<file path="config.mk">
export PLATFORM = sky130hd
export DESIGN_NAME = spdif_sample_sched_flat
export DESIGN_NICKNAME = d
export VERILOG_FILES = /design/src/rtl/spdif_sample_sched_pkg.sv /design/src/rtl/spdif_sample_sched_if.sv /design/src/rtl/spdif_sample_fifo.sv /design/src/rtl/spdif_sample_sched.sv /design/src/flat_wrapper.sv
export SDC_FILE = /design/constraint.sdc
export NUM_CORES = 1
export LEC_CHECK = 0
export BUFFER_PORTS_ARGS = -buffer_cell sky130_fd_sc_hd__buf_4
export CORE_ASPECT_RATIO = 0.9
export CORE_MARGIN = 8
export CORE_UTILIZATION = 54
export CTS_CLUSTER_DIAMETER = 60
export DETAILED_ROUTE_END_ITERATION = 10
export MAX_ROUTING_LAYER = met4
export PLACE_DENSITY = 0.75
export SLEW_MARGIN = 20
export SYNTH_ARGS = -nofsm -noshare
export SYNTH_HDL_FRONTEND = slang
export SYNTH_SLANG_ARGS = --single-unit
export TNS_END_PERCENT = 10
</file>
<file path="constraint.sdc">
create_clock -name clk_i -period 5 [get_ports clk_i]
set_clock_uncertainty 0.05 [all_clocks]
set_input_delay 0.75 -clock clk_i [delete_from_list [all_inputs] [get_ports clk_i]]
set_output_delay 0.75 -clock clk_i [all_outputs]
set_load 0.02 [all_outputs]
</file>
<file path="src/rtl/spdif_sample_sched_pkg.sv">
// Shared audio definitions: scheduler states, stereo frame layout and the silence word.
package spdif_sample_sched_pkg;

  typedef enum logic [1:0] {
    StIdle  = 2'd0,
    StPrime = 2'd1,
    StRun   = 2'd2
  } sched_state_e;

  // Stereo frame as seen by the transmitter: right channel in the upper half.
  typedef struct packed {
    logic [15:0] r;
    logic [15:0] l;
  } frame_t;

  localparam frame_t Silence = 32'h0;

endpackage

</file>
<file path="src/rtl/spdif_sample_sched_if.sv">
// Producer stream, transmitter request and status signals of the sample scheduler.
interface spdif_sample_sched_if #(
  parameter int unsigned DEPTH = 8
);
  import spdif_sample_sched_pkg::*;

  localparam int unsigned LW = $clog2(DEPTH) + 1;

  logic          en_i;
  logic          mute_i;
  frame_t        in_data_i;
  logic          in_valid_i;
  logic          in_ready_o;
  logic          sample_req_i;
  frame_t        sample_o;
  logic          run_o;
  logic [LW-1:0] level_o;
  logic          underrun_o;
  logic [7:0]    underrun_cnt_o;

  // Driver side: producer, transmitter and control.
  modport master (
    output en_i, mute_i, in_data_i, in_valid_i, sample_req_i,
    input  in_ready_o, sample_o, run_o, level_o, underrun_o, underrun_cnt_o
  );

  // Scheduler side.
  modport slave (
    input  en_i, mute_i, in_data_i, in_valid_i, sample_req_i,
    output in_ready_o, sample_o, run_o, level_o, underrun_o, underrun_cnt_o
  );

endinterface

</file>
<file path="src/rtl/spdif_sample_fifo.sv">
// Synchronous DEPTH x 32 frame FIFO with occupancy count and synchronous clear.
module spdif_sample_fifo
  import spdif_sample_sched_pkg::*;
#(
  parameter int unsigned DEPTH = 8
) (
  input  logic                   clk_i,
  input  logic                   rst_n_i,
  input  logic                   clr,
  input  logic                   push,
  input  logic                   pop,
  input  frame_t                 wdata,
  output frame_t                 rdata,
  output logic                   full,
  output logic                   empty,
  output logic [$clog2(DEPTH):0] level
);

  localparam int unsigned AW = $clog2(DEPTH);
  localparam int unsigned LW = AW + 1;
  localparam logic [AW-1:0] PtrOne = AW'(1);
  localparam logic [LW-1:0] LvlOne = LW'(1);

  frame_t          mem [DEPTH];
  logic [AW-1:0]   wptr_q, rptr_q;
  logic [LW-1:0]   level_q;

  // Storage array; contents are don't-care until written, so no reset.
  always_ff @(posedge clk_i) begin
    if (push && !clr) mem[wptr_q] <= wdata;
  end

  // Pointers wrap naturally at DEPTH since DEPTH is a power of two.
  always_ff @(posedge clk_i or negedge rst_n_i) begin
    if (!rst_n_i) begin
      wptr_q  <= '0;
      rptr_q  <= '0;
      level_q <= '0;
    end else if (clr) begin
      wptr_q  <= '0;
      rptr_q  <= '0;
      level_q <= '0;
    end else begin
      if (push) wptr_q <= wptr_q + PtrOne;
      if (pop)  rptr_q <= rptr_q + PtrOne;
      unique case ({push, pop})
        2'b10:   level_q <= level_q + LvlOne;
        2'b01:   level_q <= level_q - LvlOne;
        default: level_q <= level_q;
      endcase
    end
  end

  // Head of queue and occupancy flags.
  always_comb begin
    rdata = mem[rptr_q];
    full  = (level_q == LW'(DEPTH));
    empty = (level_q == '0);
    level = level_q;
  end

endmodule

</file>
<file path="src/rtl/spdif_sample_sched.sv">
// Sample scheduler: primes a frame FIFO, answers transmitter requests, tracks underruns.
module spdif_sample_sched
  import spdif_sample_sched_pkg::*;
#(
  parameter int unsigned DEPTH = 8,
  parameter int unsigned PRIME = 4
) (
  input logic                  clk_i,
  input logic                  rst_n_i,
  spdif_sample_sched_if.slave  bus
);

  localparam int unsigned LW = $clog2(DEPTH) + 1;

  sched_state_e  state_q, state_d;
  frame_t        sample_q;
  logic          underrun_q;
  logic [7:0]    underrun_cnt_q;

  frame_t        head;
  logic          full, empty;
  logic [LW-1:0] level;
  logic          in_ready, push, pop, underrun_evt, run;

  spdif_sample_fifo #(
    .DEPTH (DEPTH)
  ) u_fifo (
    .clk_i   (clk_i),
    .rst_n_i (rst_n_i),
    .clr     (~bus.en_i),
    .push    (push),
    .pop     (pop),
    .wdata   (bus.in_data_i),
    .rdata   (head),
    .full    (full),
    .empty   (empty),
    .level   (level)
  );

  // State register.
  always_ff @(posedge clk_i or negedge rst_n_i) begin
    if (!rst_n_i) state_q <= StIdle;
    else          state_q <= state_d;
  end

  // Next state; PRIME exit is judged on the registered level.
  always_comb begin
    state_d = state_q;
    if (!bus.en_i) begin
      state_d = StIdle;
    end else begin
      unique case (state_q)
        StIdle:  state_d = StPrime;
        StPrime: if (level >= LW'(PRIME)) state_d = StRun;
        StRun:   if (underrun_evt) state_d = StPrime;
        default: state_d = StIdle;
      endcase
    end
  end

  // FSM outputs and FIFO strobes; a same-cycle push never rescues an empty-FIFO request.
  always_comb begin
    run          = (state_q == StRun);
    in_ready     = bus.en_i && !full && (state_q != StIdle);
    push         = bus.in_valid_i && in_ready;
    pop          = bus.en_i && run && bus.sample_req_i && !empty;
    underrun_evt = bus.en_i && run && bus.sample_req_i && empty;
  end

  // Output word, underrun pulse and saturating underrun counter.
  always_ff @(posedge clk_i or negedge rst_n_i) begin
    if (!rst_n_i) begin
      sample_q       <= Silence;
      underrun_q     <= 1'b0;
      underrun_cnt_q <= 8'd0;
    end else begin
      underrun_q <= underrun_evt;
      if (!bus.en_i) begin
        sample_q <= Silence;
      end else if (pop) begin
        sample_q <= bus.mute_i ? Silence : head;
      end else if (underrun_evt) begin
        sample_q <= Silence;
      end
      if (underrun_evt && underrun_cnt_q != 8'hFF) underrun_cnt_q <= underrun_cnt_q + 8'd1;
    end
  end

  // Drive the interface.
  always_comb begin
    bus.in_ready_o     = in_ready;
    bus.sample_o       = sample_q;
    bus.run_o          = run;
    bus.level_o        = level;
    bus.underrun_o     = underrun_q;
    bus.underrun_cnt_o = underrun_cnt_q;
  end

endmodule

</file>
<file path="src/flat_wrapper.sv">
// flat-port wrapper written by rule: the top's interface ports become plain ports
module spdif_sample_sched_flat import spdif_sample_sched_pkg::*;
#(
  parameter int unsigned DEPTH = 8,
  parameter int unsigned PRIME = 4
)
  (clk_i, rst_n_i, bus_en_i, bus_mute_i, bus_in_data_i, bus_in_valid_i, bus_sample_req_i, bus_in_ready_o, bus_sample_o, bus_run_o, bus_level_o, bus_underrun_o, bus_underrun_cnt_o);
  spdif_sample_sched_if #(.DEPTH(DEPTH)) bus_i ();
  input logic clk_i;
  input logic rst_n_i;
  input wire logic [$bits(bus_i.en_i)-1:0] bus_en_i;
  input wire logic [$bits(bus_i.mute_i)-1:0] bus_mute_i;
  input wire logic [$bits(bus_i.in_data_i)-1:0] bus_in_data_i;
  input wire logic [$bits(bus_i.in_valid_i)-1:0] bus_in_valid_i;
  input wire logic [$bits(bus_i.sample_req_i)-1:0] bus_sample_req_i;
  output wire logic [$bits(bus_i.in_ready_o)-1:0] bus_in_ready_o;
  output wire logic [$bits(bus_i.sample_o)-1:0] bus_sample_o;
  output wire logic [$bits(bus_i.run_o)-1:0] bus_run_o;
  output wire logic [$bits(bus_i.level_o)-1:0] bus_level_o;
  output wire logic [$bits(bus_i.underrun_o)-1:0] bus_underrun_o;
  output wire logic [$bits(bus_i.underrun_cnt_o)-1:0] bus_underrun_cnt_o;
  assign bus_i.en_i = bus_en_i;
  assign bus_i.mute_i = bus_mute_i;
  assign bus_i.in_data_i = bus_in_data_i;
  assign bus_i.in_valid_i = bus_in_valid_i;
  assign bus_i.sample_req_i = bus_sample_req_i;
  assign bus_in_ready_o = bus_i.in_ready_o;
  assign bus_sample_o = bus_i.sample_o;
  assign bus_run_o = bus_i.run_o;
  assign bus_level_o = bus_i.level_o;
  assign bus_underrun_o = bus_i.underrun_o;
  assign bus_underrun_cnt_o = bus_i.underrun_cnt_o;
  spdif_sample_sched #(.DEPTH(DEPTH), .PRIME(PRIME)) u_core (.clk_i(clk_i), .rst_n_i(rst_n_i), .bus(bus_i));
endmodule
</file>
# Word-level counts from Yosys, hierarchy flattened
# Memory sizes are Yosys's and may differ from the RTL's.
# Index checks and enable logic that the tools add are counted.
[classes]
add_sub_neg = 5
magnitude_cmp = 1
n_eq_ne = 12
n_mux = 16
reduce_logical = 15
[ops]
columns = ["op", "n"]
rows = [
  ["32-bit 2-to-1 mux", 4],
  ["3-bit 2-to-1 mux", 4],
  ["1-bit logical AND", 9],
  ["8-bit by 1-bit adder with 8-bit output, second input constant", 1],
  ["8-bit inequality test, second input constant", 1],
  ["4-bit case mux with 2 select lines", 1],
  ["3-bit by 1-bit adder with 3-bit output, second input constant", 2],
  ["2-bit 2-to-1 mux", 3],
  ["3-bit by 1-bit inequality test with 1-bit output, second input constant", 2],
  ["3-bit by 2-bit inequality test with 1-bit output, second input constant", 2],
  ["2-bit case mux with 3 select lines", 1],
  ["4-bit by 1-bit adder with 4-bit output, second input constant", 1],
  ["2-bit by 1-bit == test with 1-bit output, second input constant", 2],
  ["2-bit == test, second input constant", 2],
  ["4-bit == test, second input constant", 1],
  ["4-bit by 3-bit >= comparator with 1-bit output, second input constant", 1],
  ["4-bit logical NOT", 1],
  ["4-bit 2-to-1 mux", 1],
  ["2-bit by 1-bit inequality test with 1-bit output, second input constant", 2],
  ["4-bit by 1-bit subtractor with 4-bit output, second input constant", 1],
  ["1-bit logical NOT", 2],
  ["2-bit logical NOT", 1],
  ["1-bit 2-to-1 mux", 2],
  ["2-bit AND reduction", 1],
  ["2-bit nonzero test", 1],
]
[totals]
ff_bits = 53
mem_bits_rw = 256
input_bits = 38
word_cells = 58
n_memories = 1
[mem_list]
columns = ["name", "words", "word_bits", "rd", "rd_clocked_by_memory_dff", "wr", "line_no", "rtl"]
rows = [
  ["u_core.u_fifo.mem", 8, 32, 1, 0, 1, "spdif_sample_fifo.sv:24", "frame_t mem [DEPTH];"],
]

# Longest topological paths before layout
[depth]
word_depth = 8
depth_mapped = 10
mapped_depth_nobuf = 8

# Cells and area by module
# From an unflattened synthesis, not the netlist that was laid out.
[hier_totals]
hier_cells = 568
area_unflattened_um2 = 12061.6
[by_module_without_submodules]
columns = ["mod", "n_inst", "cells_per_inst", "area_each_um2", "seq_area_each_um2"]
rows = [
  ["spdif_sample_fifo", 1, 447, 10395.0, 7937.6],
  ["spdif_sample_sched", 1, 121, 1666.6, 1076.0],
]

# Least setup slack after synthesis
# No wires, ideal clock.
[synth_timing]
kind = "input port to flip-flop"
start = "input bus_en_i"
end = "memory u_core.u_fifo.mem[2][0] in the netlist's numbering, enable pin"
setup_ns = 0.513
arrival_ns = 4.593
required_time_ns = 4.437
slack_ns = -0.156
stages = 4
cell_sequence = "buf_2 -> o211a_1 -> nand2_1 -> nor4b_1"
[synth_via]
elab_chain_len = 6
[synth_lines]
columns = ["element", "line_no", "rtl"]
rows = [
  ["start: declaration", "flat_wrapper.sv:11", "input wire logic [$bits(bus_i.en_i)-1:0] bus_en_i;"],
  ["1-bit logical AND (2 in series)", "spdif_sample_sched.sv:64", "in_ready = bus.en_i && !full && (state_q != StIdle);"],
  ["1-bit logical AND", "spdif_sample_sched.sv:65", "push = bus.in_valid_i && in_ready;"],
  ["1-bit logical AND (*)", "spdif_sample_fifo.sv:30", "if (push && !clr) mem[wptr_q] <= wdata;"],
  ["1-bit 2-to-1 mux (*)", "spdif_sample_fifo.sv:30", ""],
  ["1-bit 2-to-1 mux (not written as such) (*)", "spdif_sample_fifo.sv:30", ""],
  ["end: declaration", "spdif_sample_fifo.sv:24", ""],
]
# Every way passes the cells marked *; elsewhere a longest branch is shown, timed or not.

# Final worst setup path
[layout_timing]
start = "register u_core.u_fifo.level_q[1], in the netlist u_core.u_fifo.level[1]"
end = "register u_core.u_fifo.level_q[3], in the netlist u_core.u_fifo.level[3]"
[layout_via]
elab_chain_len = 8
elab_cells_between_ends = 15
cone_classes = "add/sub: 2; eq/ne: 4; mux: 2; reduce/logical: 7"
[layout_lines]
columns = ["element", "line_no", "rtl"]
rows = [
  ["start: declaration", "spdif_sample_fifo.sv:26", "logic [LW-1:0] level_q;"],
  ["start signal: assignment", "spdif_sample_fifo.sv:47", "2'b10: level_q <= level_q + LvlOne;"],
  ["start signal: assignment", "spdif_sample_fifo.sv:48", "2'b01: level_q <= level_q - LvlOne;"],
  ["start signal: assignment", "spdif_sample_fifo.sv:49", "default: level_q <= level_q;"],
  ["4-bit == test", "spdif_sample_fifo.sv:57", "full = (level_q == LW'(DEPTH));"],
  ["1-bit logical NOT", "spdif_sample_sched.sv:64", ""],
  ["1-bit logical AND (2 in series)", "spdif_sample_sched.sv:64", ""],
  ["1-bit logical AND", "spdif_sample_sched.sv:65", ""],
  ["2-bit by 1-bit == test with 1-bit output or 2-bit == test (tied branches)", "spdif_sample_fifo.sv:46", "unique case ({push, pop})"],
  ["4-bit case mux with 2 select lines", "spdif_sample_fifo.sv:46", ""],
  ["4-bit 2-to-1 mux", "spdif_sample_fifo.sv:39", "end else if (clr) begin"],
]
# Parallel ways exist; a longest one is shown, timed or not.
# A chain may end at the register's enable or synchronous reset.

==> results.md <==
- Worst EP arrival: 3.58 ns
- Setup TNS: 0 ns
- Grt ovf: 0
- Max Slew Vio Count: 0
- DR DRC count: 0
- Number of fill cells: 1475
- IO Count: 85
- Pin count of the biggest net entering global routing: 54
- Synth Net Count: 642
- Die W: 172 um
- Core area: 0.0216 mm2
- Final-report setup violation count: 0
- R2R setup slack: 1.83 ns
- Crit path launch type: flop
- First-pass GRT wire length: 35.8 mm
- Sequential fraction of the synthesis area: 0.761
- Pwr per Cell Area: 366 mW/mm2
- Starting density of the core: 0.549
- Global routing's busiest layer: met2
- Later-pin clock latency in the skew report: 0.55 ns
- Number of synthesized register bits: 309
- Worst min path class: primary input to async pin
- Critical path cell sequence: nor4b_1 > o211ai_1 > inv_1 > ha_1 > a21o_2 > a21oi_1 > mux2i_1 > o22a_1
- Tcrit/Tclk final: 0.633
- Cell taking the most area after synthesis: edfxtp_1
- Clk root buf: clkbuf_16
- Syn Area/Cell: 19.8 um2
- Post-route ant nets: 0
- Longest Clk Path Bufs: 3
- CTS buffer count: 29
- Largest delay contributor family on the critical path: compound AO/OA/AOI/OAI gates
- Detailed Place HPWL: 13.7 mm
- Antenna Cells: 0
- Synth cell count leaders: edfxtp_1 (256), mux4_2 (64), dfrtp_1 (53)
- Crit Path Class: flop to flop
- RSZ-0062 raised after global routing: no
- Row count: 51
- Peak Freq: 316 MHz
- Max_slew headroom: 0.320
- Die area: 0.0269 mm2
- Max Cap Viol: 0
- WP buf/inv: 1
- Hold buffers post-CTS: 0
- Starting DRT DRC Count: 388
- Cell with the most instances after synthesis: edfxtp_1
- Nets@finish: 743
- Slew @ Worst Pin: 1.01 ns
- Total Routed Length: 23.3 mm
- Detailed-route vias per instance: 5.83
- Postcts setup bufs: 0
- Layout cells sized above 1: 0.305
- Leakage: 4.75 nW
- Crit-path max cell delay: 0.71 ns
- Port buffer count: 84
- Initial DRT Pass Iterations: 5
- Crit-path slowest cell: nor4b_1
- Top cells by area, synth: edfxtp_1 (65%), mux4_2 (12%), dfrtp_1 (11%)
- WP data required: 5.42 ns
- CTS tree: done
- Yosys cell types: 42
- Max VDD drop: 264 uV
- CTS H-tree lvls: 1
- Clock Sinks: 309
- Global routing met1 resource utilization: 0.233
- Mapped Area: 0.0118 mm2
- Clk pin slew, worst setup/hold paths: 0.06 ns
- Synth warn: 0
- Setup crit end kind: flop
- Fraction of registers with async set/reset: 0.172
- Top FF cell, synth: edfxtp_1
- Post-CTS sizing: 0
- Met2 Usage GRT: 0.299
- Area of the multi-input gates: 0.00277 mm2
- Final critical-path required period: 3.17 ns
- Post-synthesis cell count: 598
- Status: finished clean
- Total GRT Usage: 0.181
- Via count: 5904
- Wire length per cell: 23.0 um
- WHS: 0.239 ns
- Critical Path Fanout Max: 8
- Die height: 157 um
- Number of global-route vias before repair: 6263
- Area Overhead vs Synth: 16.9%
- Final Hold Fails: 0
- EDFF count, synth: 256
- Met3 usage: 0.0342
- Register area: 0.00902 mm2
- Initial antenna violation count: 0
- GPL Wtd Cong: 0.816
- Yosys top cell area share: 0.649
layout make-up:
| class | count | share of cell area |
|---|---|---|
| sequential | 309 | 0.651 |
| multi-input combinational | 257 | 0.200 |
| clock buffer | 44 | 0.0593 |
| timing repair buffer | 98 | 0.0549 |
| tap | 291 | 0.0263 |
| clock inverter | 10 | 0.00723 |
| inverter | 4 | 0.00108 |
per-layer routing:
layer,wire (um),vias up
li1,-,2602
met1,9630,3061
met2,11800,214
met3,1520,27
met4,430,0
met5,0,-
worst paths after layout:
check / startpoint / to / cells after the start
max in group asynchronous: rst_n_i / u_core.u_fifo.rptr_q[0] / 1
worst min-delay path: rst_n_i / u_core.bus.underrun_cnt_o[3] / 1
worst max-delay path: u_core.u_fifo.level[1] / u_core.u_fifo.level[3] / 8
min in group clk_i: bus_in_data_i[27] / u_core.u_fifo.mem[6][27] / 1
worst min register to register: u_core.bus.sample_o[31] / u_core.bus.sample_o[31] / 2
worst max register to register: u_core.u_fifo.level[1] / u_core.u_fifo.level[3] / 8
logic make-up after synthesis:
kind of cell | share of synthesized area
AO/OA/AOI/OAI | 0.0259
XOR/XNOR | 0.00813
adder cells (fa/ha/maj) | 0.00697
buffers and inverters | 0.0112
flip-flops | 0.761
multiplexers | 0.151
AND/OR/NAND/NOR | 0.0357
through the flow:
step	power (mW)	setup slack, ns	cells	utilization	instance area (um2)
after floorplan	2.93	-0.145	598	-	11900
after global placement	3.00	1.96	959	0.599	12900
after detailed placement	3.01	1.80	959	0.599	12900
after CTS	5.11	1.89	1013	0.642	13800
after global routing	5.21	1.64	1013	0.642	13900
final	5.06	1.83	1013	0.642	13900
registers in the layout, summed over array words and instances, names as in the netlist:
| name | flops |
|---|---|
| u_core.u_fifo.mem | 256 |
| u_core.bus.sample_o | 32 |
| u_core.bus.underrun_cnt_o | 8 |
| u_core.u_fifo.level | 4 |
| u_core.u_fifo.rptr_q | 3 |
| u_core.u_fifo.wptr_q | 3 |
| u_core.state_q | 2 |
| u_core.bus.underrun_o | 1 |
where the power goes:
| part | internal, mW | total [mW] | leakage (nW) | switching (mW) |
|---|---|---|---|---|
| logic | 0.0505 | 0.135 | 1.26 | 0.0841 |
| registers | 2.81 | 2.82 | 3.04 | 0.0143 |
| clock network | 1.23 | 2.11 | 0.452 | 0.874 |
| total | 4.09 | 5.06 | 4.75 | 0.972 |
layout by cell type, fill, tap and decap left out, types with 2 or more instances in the layout:
cell         n
dfrtp_2      2
bufinv_16    2
buf_4       96
ha_1         5
clkbuf_1    11
o211ai_1     4
nand4_1      2
edfxtp_1   256
mux4_2      64
clkinv_1     4
xor2_1       7
a21oi_1      6
nor3_1       5
nor2_4       2
inv_1        3
nand3_1      5
clkinv_2     4
buf_12       2
nand2_1     43
dfrtp_1     50
mux2i_1     34
clkbuf_16   29
nor3_2       2
clkbuf_8     4
o21ai_0     36
xnor2_1      4
nor2_1      11
No activity file was read; power rests on OpenSTA's default activity.
